==> config.mk <==
export PLATFORM = sky130hd
export DESIGN_NAME = pilha_ctrl
export DESIGN_NICKNAME = d
export VERILOG_FILES = /design/src/rtl/pilha_pkg.sv /design/src/rtl/pilha_ctrl.sv
export SDC_FILE = /design/constraint.sdc
export NUM_CORES = 1
export LEC_CHECK = 0
export ABC_CLOCK_PERIOD_IN_PS = 2300
export BUFFER_PORTS_ARGS = -buffer_cell sky130_fd_sc_hd__buf_2
export CORE_MARGIN = 4
export CORE_UTILIZATION = 46
export CTS_CLUSTER_SIZE = 40
export DETAILED_ROUTE_END_ITERATION = 10
export GPL_ROUTABILITY_DRIVEN = 0
export PLACE_DENSITY = 0.79
export SETUP_SLACK_MARGIN = 0.5
export SYNTH_ARGS = -nofsm -noshare
export SYNTH_HDL_FRONTEND = slang
export SYNTH_SLANG_ARGS = --single-unit
==> constraint.sdc <==
create_clock -name clock -period 2.3 [get_ports clock]
set_clock_uncertainty 0.15 [all_clocks]
set_input_delay 0.46 -clock clock [delete_from_list [all_inputs] [get_ports clock]]
set_output_delay 0.46 -clock clock [all_outputs]
set_load 0.05 [all_outputs]
==> src/rtl/pilha_pkg.sv <==
// Shared definitions for the operand-stack controller: command encodings and FSM states.
// The control unit imports the same op constants to issue commands.
package pilha_pkg;

  localparam logic [1:0] OP_PUSH  = 2'b00;
  localparam logic [1:0] OP_POP   = 2'b01;
  localparam logic [1:0] OP_POP2  = 2'b10;
  localparam logic [1:0] OP_CLEAR = 2'b11;

  typedef enum logic [2:0] {
    ST_IDLE,
    ST_WR,
    ST_RD_A,
    ST_WAIT_A,
    ST_RD_B,
    ST_WAIT_B,
    ST_DONE
  } state_e;

endpackage

==> src/rtl/pilha_ctrl.sv <==
// Operand-stack controller: sequences push/pop/pop2/clear onto an external single-port RAM.
// Define PILHA_STICKY_ERR_EN to make err_ovf/err_unf sticky until reset or CLEAR.
module pilha_ctrl
  import pilha_pkg::*;
#(
  parameter int DATA_W = 8,
  parameter int DEPTH  = 16
) (
  input  logic                     clock,
  input  logic                     reset,
  input  logic                     cmd_valid,
  input  logic [1:0]               cmd_op,
  input  logic [DATA_W-1:0]        cmd_data,
  output logic                     cmd_ready,
  output logic                     done,
  output logic [DATA_W-1:0]        data_a,
  output logic [DATA_W-1:0]        data_b,
  output logic                     err_ovf,
  output logic                     err_unf,
  output logic [$clog2(DEPTH):0]   count,
  output logic                     full,
  output logic                     empty,
  output logic [$clog2(DEPTH)-1:0] mem_addr,
  output logic [DATA_W-1:0]        mem_wdata,
  output logic                     mem_wren,
  input  logic [DATA_W-1:0]        mem_rdata
);

  localparam int AW = $clog2(DEPTH);
  localparam logic [AW:0] CNT_FULL = (AW+1)'(DEPTH);
  localparam logic [AW:0] CNT_ONE  = (AW+1)'(1);
  localparam logic [AW:0] CNT_TWO  = (AW+1)'(2);

  state_e              state_q;
  logic [1:0]          op_q;
  logic [AW:0]         count_q;
  logic [DATA_W-1:0]   data_a_q;
  logic [DATA_W-1:0]   data_b_q;
  logic                done_q;
  logic                err_ovf_q;
  logic                err_unf_q;
  logic [AW-1:0]       mem_addr_q;
  logic [DATA_W-1:0]   mem_wdata_q;
  logic                mem_wren_q;

  always_ff @(posedge clock) begin
    if (reset) begin
      state_q     <= ST_IDLE;
      op_q        <= OP_PUSH;
      count_q     <= '0;
      data_a_q    <= '0;
      data_b_q    <= '0;
      done_q      <= 1'b0;
      err_ovf_q   <= 1'b0;
      err_unf_q   <= 1'b0;
      mem_addr_q  <= '0;
      mem_wdata_q <= '0;
      mem_wren_q  <= 1'b0;
    end else begin
      // Memory-bus outputs default to idle; each state that uses the bus re-drives them.
      done_q      <= 1'b0;
      mem_addr_q  <= '0;
      mem_wdata_q <= '0;
      mem_wren_q  <= 1'b0;
`ifndef PILHA_STICKY_ERR_EN
      err_ovf_q   <= 1'b0;
      err_unf_q   <= 1'b0;
`endif
      case (state_q)
        ST_IDLE: begin
          if (cmd_valid) begin
            op_q <= cmd_op;
            case (cmd_op)
              OP_PUSH: begin
                if (count_q == CNT_FULL) begin
                  err_ovf_q <= 1'b1;
                  done_q    <= 1'b1;
                  state_q   <= ST_DONE;
                end else begin
                  mem_wren_q  <= 1'b1;
                  mem_addr_q  <= count_q[AW-1:0];
                  mem_wdata_q <= cmd_data;
                  state_q     <= ST_WR;
                end
              end
              OP_POP, OP_POP2: begin
                if ((cmd_op == OP_POP && count_q == '0) ||
                    (cmd_op == OP_POP2 && count_q < CNT_TWO)) begin
                  err_unf_q <= 1'b1;
                  done_q    <= 1'b1;
                  state_q   <= ST_DONE;
                end else begin
                  mem_addr_q <= count_q[AW-1:0] - AW'(1);
                  state_q    <= ST_RD_A;
                end
              end
              default: begin
                count_q   <= '0;
                done_q    <= 1'b1;
                state_q   <= ST_DONE;
`ifdef PILHA_STICKY_ERR_EN
                err_ovf_q <= 1'b0;
                err_unf_q <= 1'b0;
`endif
              end
            endcase
          end
        end
        ST_WR: begin
          count_q <= count_q + CNT_ONE;
          done_q  <= 1'b1;
          state_q <= ST_DONE;
        end
        ST_RD_A: state_q <= ST_WAIT_A;
        ST_WAIT_A: begin
          data_a_q <= mem_rdata;
          if (op_q == OP_POP) begin
            count_q <= count_q - CNT_ONE;
            done_q  <= 1'b1;
            state_q <= ST_DONE;
          end else begin
            mem_addr_q <= count_q[AW-1:0] - AW'(2);
            state_q    <= ST_RD_B;
          end
        end
        ST_RD_B: state_q <= ST_WAIT_B;
        ST_WAIT_B: begin
          data_b_q <= mem_rdata;
          count_q  <= count_q - CNT_TWO;
          done_q   <= 1'b1;
          state_q  <= ST_DONE;
        end
        ST_DONE: state_q <= ST_IDLE;
        default: state_q <= ST_IDLE;
      endcase
    end
  end

  // Reset gates the handshake and the write strobe in the same cycle it is raised.
  assign cmd_ready = (state_q == ST_IDLE) && !reset;
  assign mem_wren  = mem_wren_q && !reset;

  assign done      = done_q;
  assign data_a    = data_a_q;
  assign data_b    = data_b_q;
  assign err_ovf   = err_ovf_q;
  assign err_unf   = err_unf_q;
  assign count     = count_q;
  assign full      = (count_q == CNT_FULL);
  assign empty     = (count_q == '0);
  assign mem_addr  = mem_addr_q;
  assign mem_wdata = mem_wdata_q;

endmodule

### Word-level counts from Yosys, hierarchy flattened

Cells that the tools add are included.

| word-level totals | value |
|---|---|
| flip-flop bits (word level) | 42 |
| bits of input ports | 21 |
| output and inout port bits | 40 |
| word-level logic and storage cells | 74 |

| cells by class | value |
|---|---|
| $add $sub $neg | 5 |
| order comparisons | 1 |
| equality and inequality tests | 12 |
| multiplexer cells | 23 |
| bitwise operators | 4 |
| reductions and logical operators | 18 |

Operator list:

| kind | count |
|---|---|
| 5-bit one-hot mux with 4 select lines | 1 |
| 4-bit two-way mux | 4 |
| 4-bit one-hot mux with 2 select lines | 2 |
| 5-bit two-way mux | 3 |
| 3-bit one-hot mux with 5 select lines | 1 |
| 3-bit two-way mux | 3 |
| 4-bit OR reduction | 2 |
| 3-bit by 2-bit equality test with 1-bit output, second input constant | 2 |
| 3-bit equality test, second input constant | 2 |
| 2-bit inequality test, second input constant | 3 |
| 3-bit one-hot mux with 2 select lines | 1 |
| 5-bit by 1-bit adder with 5-bit output, second input constant | 1 |
| 5-bit equality test, second input constant | 1 |
| 5-bit zero test | 1 |
| 5-bit by 2-bit less-than comparator with 1-bit output, second input constant | 1 |
| 1-bit two-way mux | 5 |
| 5-bit OR reduction | 1 |
| 5-bit by 1-bit subtractor with 5-bit output, second input constant | 1 |
| 5-bit by 2-bit subtractor with 5-bit output, second input constant | 1 |
| 2-bit by 1-bit equality test with 1-bit output, second input constant | 2 |
| 1-bit logical AND | 4 |
| 1-bit inverter | 4 |
| 4-bit AND reduction | 1 |
| 4-bit nonzero test | 1 |
| 14 further kinds | 15 |

### Longest topological paths before layout

| logic depth | value |
|---|---|
| depth after elaboration | 7 |
| gate-level depth with buffers | 9 |
| gate-level depth less buffers | 8 |

### Worst setup path after synthesis

OpenSTA, ideal clock, no wires.

| timing | value |
|---|---|
| kind | reg2out |
| from | register count_q[1], in the netlist count[1] |
| to | output empty |
| arrival time | 2,549 ps |
| data required time | 1,690 ps |
| setup slack | -859 ps |
| stages on the path, launching flop included | 4 |
| path buffers | 0 |
| cells stage by stage | dfxtp_1 > inv_1 > ha_1 > nor4b_1 |

| on the way | value |
|---|---|
| cells in the longest elaborated chain, start to end | 1 |

Ends and longest elaborated chain:

| element | RTL line | RTL |
|---|---|---|
| start: declaration | pilha_ctrl.sv:36 | `logic [AW:0] count_q;` |
| start signal: assignment | pilha_ctrl.sv:110 | `count_q <= count_q + CNT_ONE;` |
| start signal: assignment | pilha_ctrl.sv:118 | `count_q <= count_q - CNT_ONE;` |
| start signal: assignment | pilha_ctrl.sv:129 | `count_q <= count_q - CNT_TWO;` |
| 5-bit zero test | pilha_ctrl.sv:150 | `assign empty = (count_q == '0);` |
| end: declaration | pilha_ctrl.sv:22 | `output logic empty,` |

No other way between the ends.

### Worst setup path in the final report

| timing | value |
|---|---|
| from | register state_q[0] |
| to | register count_q[4], in the netlist count[4] |

| on the way | value |
|---|---|
| cells in the longest elaborated chain, start to end | 3 |
| elaborated cells on any way between the ends | 10 |
| those cells by class | eq/ne (6); mux (1); reduce/logical (3) |

Ends and longest elaborated chain:

| element | RTL line | RTL |
|---|---|---|
| start: declaration | pilha_ctrl.sv:34 | `state_e state_q;` |
| start signal: assignment | pilha_ctrl.sv:48 | `state_q <= ST_IDLE;` |
| start signal: assignment | pilha_ctrl.sv:78 | `state_q <= ST_DONE;` |
| start signal: assignment | pilha_ctrl.sv:83 | `state_q <= ST_WR;` |
| 3-bit by 2-bit equality test with 1-bit output, or another cell as far along | pilha_ctrl.sv:69 | `case (state_q)` |
| 4-bit nonzero test (no source line) / 2-bit inequality test (equally long branches) | -- |  |
| 4-bit AND reduction (no source line) | -- |  |

Parallel ways exist; a longest one is shown, timed or not.
A chain may end at the register's enable or synchronous reset.

==> key figures <==
Run status
  – Outcome: completed

Place
  – Placement Cell Area: 0.00254 mm2
  – IO Port Bufs: 60
  – Final HPWL DP: 3750 um
  – Pre-CTS worst setup slack: 0.200 ns

Logic synthesis
  – Number of synthesized flops with an enable pin: 0
  – Post-Syn Area: 0.00203 mm2
  – Synth warnings: 0
  – Dominant cells by area after synthesis: dfxtp_1, a21oi_1, ha_1
  – Fraction of registers with async set/reset: 0
  – Count of cell types in the netlist: 50
  – Post-Synthesis Net Count: 272
  – Predominant post-synthesis flop cell: dfxtp_1
  – Yosys top cell by area: dfxtp_1
  – Syn avg cell area: 8.51 um2
  – Area fraction of the dominant cell type after synthesis: 0.413
  – Post-synthesis cell count: 239
  – Sequential area share after synthesis: 0.413
  – #FFs+latches synth: 42

Timing
  – Max-slew violations: 0
  – Final Cycle Share: 0.894
  – Fin crit period: 2.06 ns
  – Final hold vios: 0
  – Final setup vio count: 0
  – Max Fclk: 486 MHz
  – Fin worst setup slack: 0.243 ns
  – RSZ-0062 raised after global routing: true
  – Fin Setup TNS: 0 ns
  – Relative slew slack: 0.695
  – Worst Tran Pin Value: 0.454 ns

Floorplanning
  – Initial core utilization: 0.491
  – Core box area: 0.00414 mm2
  – I/O pin cnt: 61
  – Die area: 0.00555 mm2
  – Chip width: 74.5 um
  – # rows: 23
  – Die Ht: 74.5 um

Clocking
  – Worst skew pair latency: 0.30 ns
  – CTS tree: built
  – Clock buffer count from CTS: 5
  – Root buffer cell: clkbuf_8
  – Clock-pin slew on the worst setup and hold paths: 0.08 ns
  – CTS max path bufs: 2
  – CTS sink count: 42
  – Htree depth: 2
  – Cts hold-fix bufs: 0

Setup path
  – Startpoint Class: flop
  – Largest stage delay, worst path: 0.35 ns
  – Crit Path Class: flop to flop
  – Crit-path slowest cell: dfxtp_4
  – CP arrival: 2.07 ns
  – CP Cell Sequence: nor2b_4 -> nand2_8 -> inv_8 -> fa_2 -> a21o_1 -> a21oi_2 -> mux2i_1 -> o311ai_2
  – Req. time, crit path: 2.32 ns
  – CP Capture Type: flop
  – Crit path max fanout: 4

GRT
  – GRT overflow: 0
  – Vias in the first global route: 1981
  – Largest net degree at the start of global routing: 23
  – Initial antenna violation count: 0
  – Total track usage: 0.213
  – First-pass GRT wire length: 9060 um

Final layout
  – Multi-input logic area: 0.00137 mm2
  – Post-route cell area: 0.00301 mm2
  – Share of cells above drive strength 1: 0.455
  – Ant. Diodes: 0
  – Most common cell after layout, fill and taps aside: buf_2
  – Fill count: 303
  – Nets: 355
  – Leading cell types in the layout, fill and taps excluded: buf_2, dfxtp_1, nand2_1, buf_4, a21oi_1
  – Reg area: 868 um2
  – Syn-to-layout area delta: 47.7%

Routing
  – Total wire length: 5960 um
  – DRT iter0 DRCs: 161
  – Routed WL per cell: 16.0 um
  – DRC: 0
  – DRT Pass-1 Iters: 4
  – Routed vias/inst: 5.58
  – Routed Antenna Nets: 0
  – Vias: 2081

Flow run
  – Max Cap Viol: 0

Power and ir drop
  – Power per cell area: 1110 mW/mm2
  – Leak: 0.00128 uW
  – Worst-case vdd ir drop: 0.533 mV

Worst hold path
  – Hold Path Class: input port to flop
==> registers in the layout, indices dropped and copies added, names as in the netlist <==
register    cells
mem_addr        4
state_q         3
op_q            2
err_ovf         1
done            1
mem_wren_q      1
count           5
err_unf         1
data_b          8
data_a          8
mem_wdata       8
==> worst paths after layout <==
kind	start	to	slack, ns	cells past startpoint
setup / recovery	state_q[0]$_SDFFE_PP0N_	count[4]$_SDFFE_PP0P_	0.24	8
setup reg to reg	state_q[0]$_SDFFE_PP0N_	count[4]$_SDFFE_PP0P_	0.24	8
hold reg to reg	data_a[1]$_SDFFE_PP0P_	data_a[1]$_SDFFE_PP0P_	0.30	2
hold / removal	cmd_data[3]	mem_wdata[3]$_SDFF_PP0_	0.20	2
==> cells in the mapped netlist, drive strengths merged (3+ instances only) <==
cell / n
buf: 3
a21oi: 31
ha: 11
nor3: 6
nor2b: 4
clkbuf: 11
nand3: 12
nor2: 9
nand2: 30
dfxtp: 42
nand2b: 4
a211oi: 4
nor4: 5
and3: 3
o21ai: 5
and2: 8
inv: 10
a31oi: 4
==> worst max-delay path: cells and delay by family, from the launching register on <==
family                     cells  cell delay [ns]
and+or+nand+nor                2             0.22
buffers and inverters          1             0.04
DFF                            1             0.35
adders and majority gates      1             0.33
muxes                          1             0.30
AOI/OAI and AO/OA              3             0.52
==> layer usage <==
layer,wire [um],up-vias,track usage
met1,2470,955,0.266
met4,197,0,0.101
met2,2850,80,0.341
met5,0,-,0
li1,-,1026,-
met3,439,20,0.0554
==> final cells by class <==
class,count,area share
clock inverter,2,0.00458
sequential,42,0.289
timing repair buffer,90,0.187
inverter,10,0.0187
tap,50,0.0208
multi-input combinational,173,0.456
clock buffer,6,0.0241
==> logic make-up (layout without fill, tap and decap cells) <==
group / count (synthesis) / in the layout / share of synthesized area
simple gates: 96 / 96 / 0.255
compound gates: 60 / 60 / 0.186
flops: 42 / 42 / 0.413
buf+inv: 24 / 108 / 0.0455
fa+ha+maj: 12 / 12 / 0.0775
xor+xnor: 3 / 3 / 0.0129
mux: 2 / 2 / 0.0105
==> metrics by stage <==
step | hold WS [ns] | instances | total power [uW] | utilization
global placement | 0.289 | 343 | 2370 | 0.612
finish | 0.205 | 373 | 3340 | 0.725
CTS | 0.197 | 369 | 3130 | 0.690
detailed placement | 0.296 | 343 | 2390 | 0.612
floorplan | 0.295 | 239 | 2090 | -
global route | 0.196 | 373 | 3520 | 0.725
==> repair_timing <==
action	in CTS	in global routing
endpoints found under the setup margin	24	24
gates resized for setup	26	27
cloned	0	0
pin swaps	6	14
buffers inserted	18	4
==> power breakdown <==
group	switching (uW)	internal (uW)	leakage (uW)
sequential	132	849	0.000346
combinational	1110	776	0.000892
clock	259	214	0.0000452
total	1500	1840	0.00128
No activity file was read; power rests on OpenSTA's default activity.
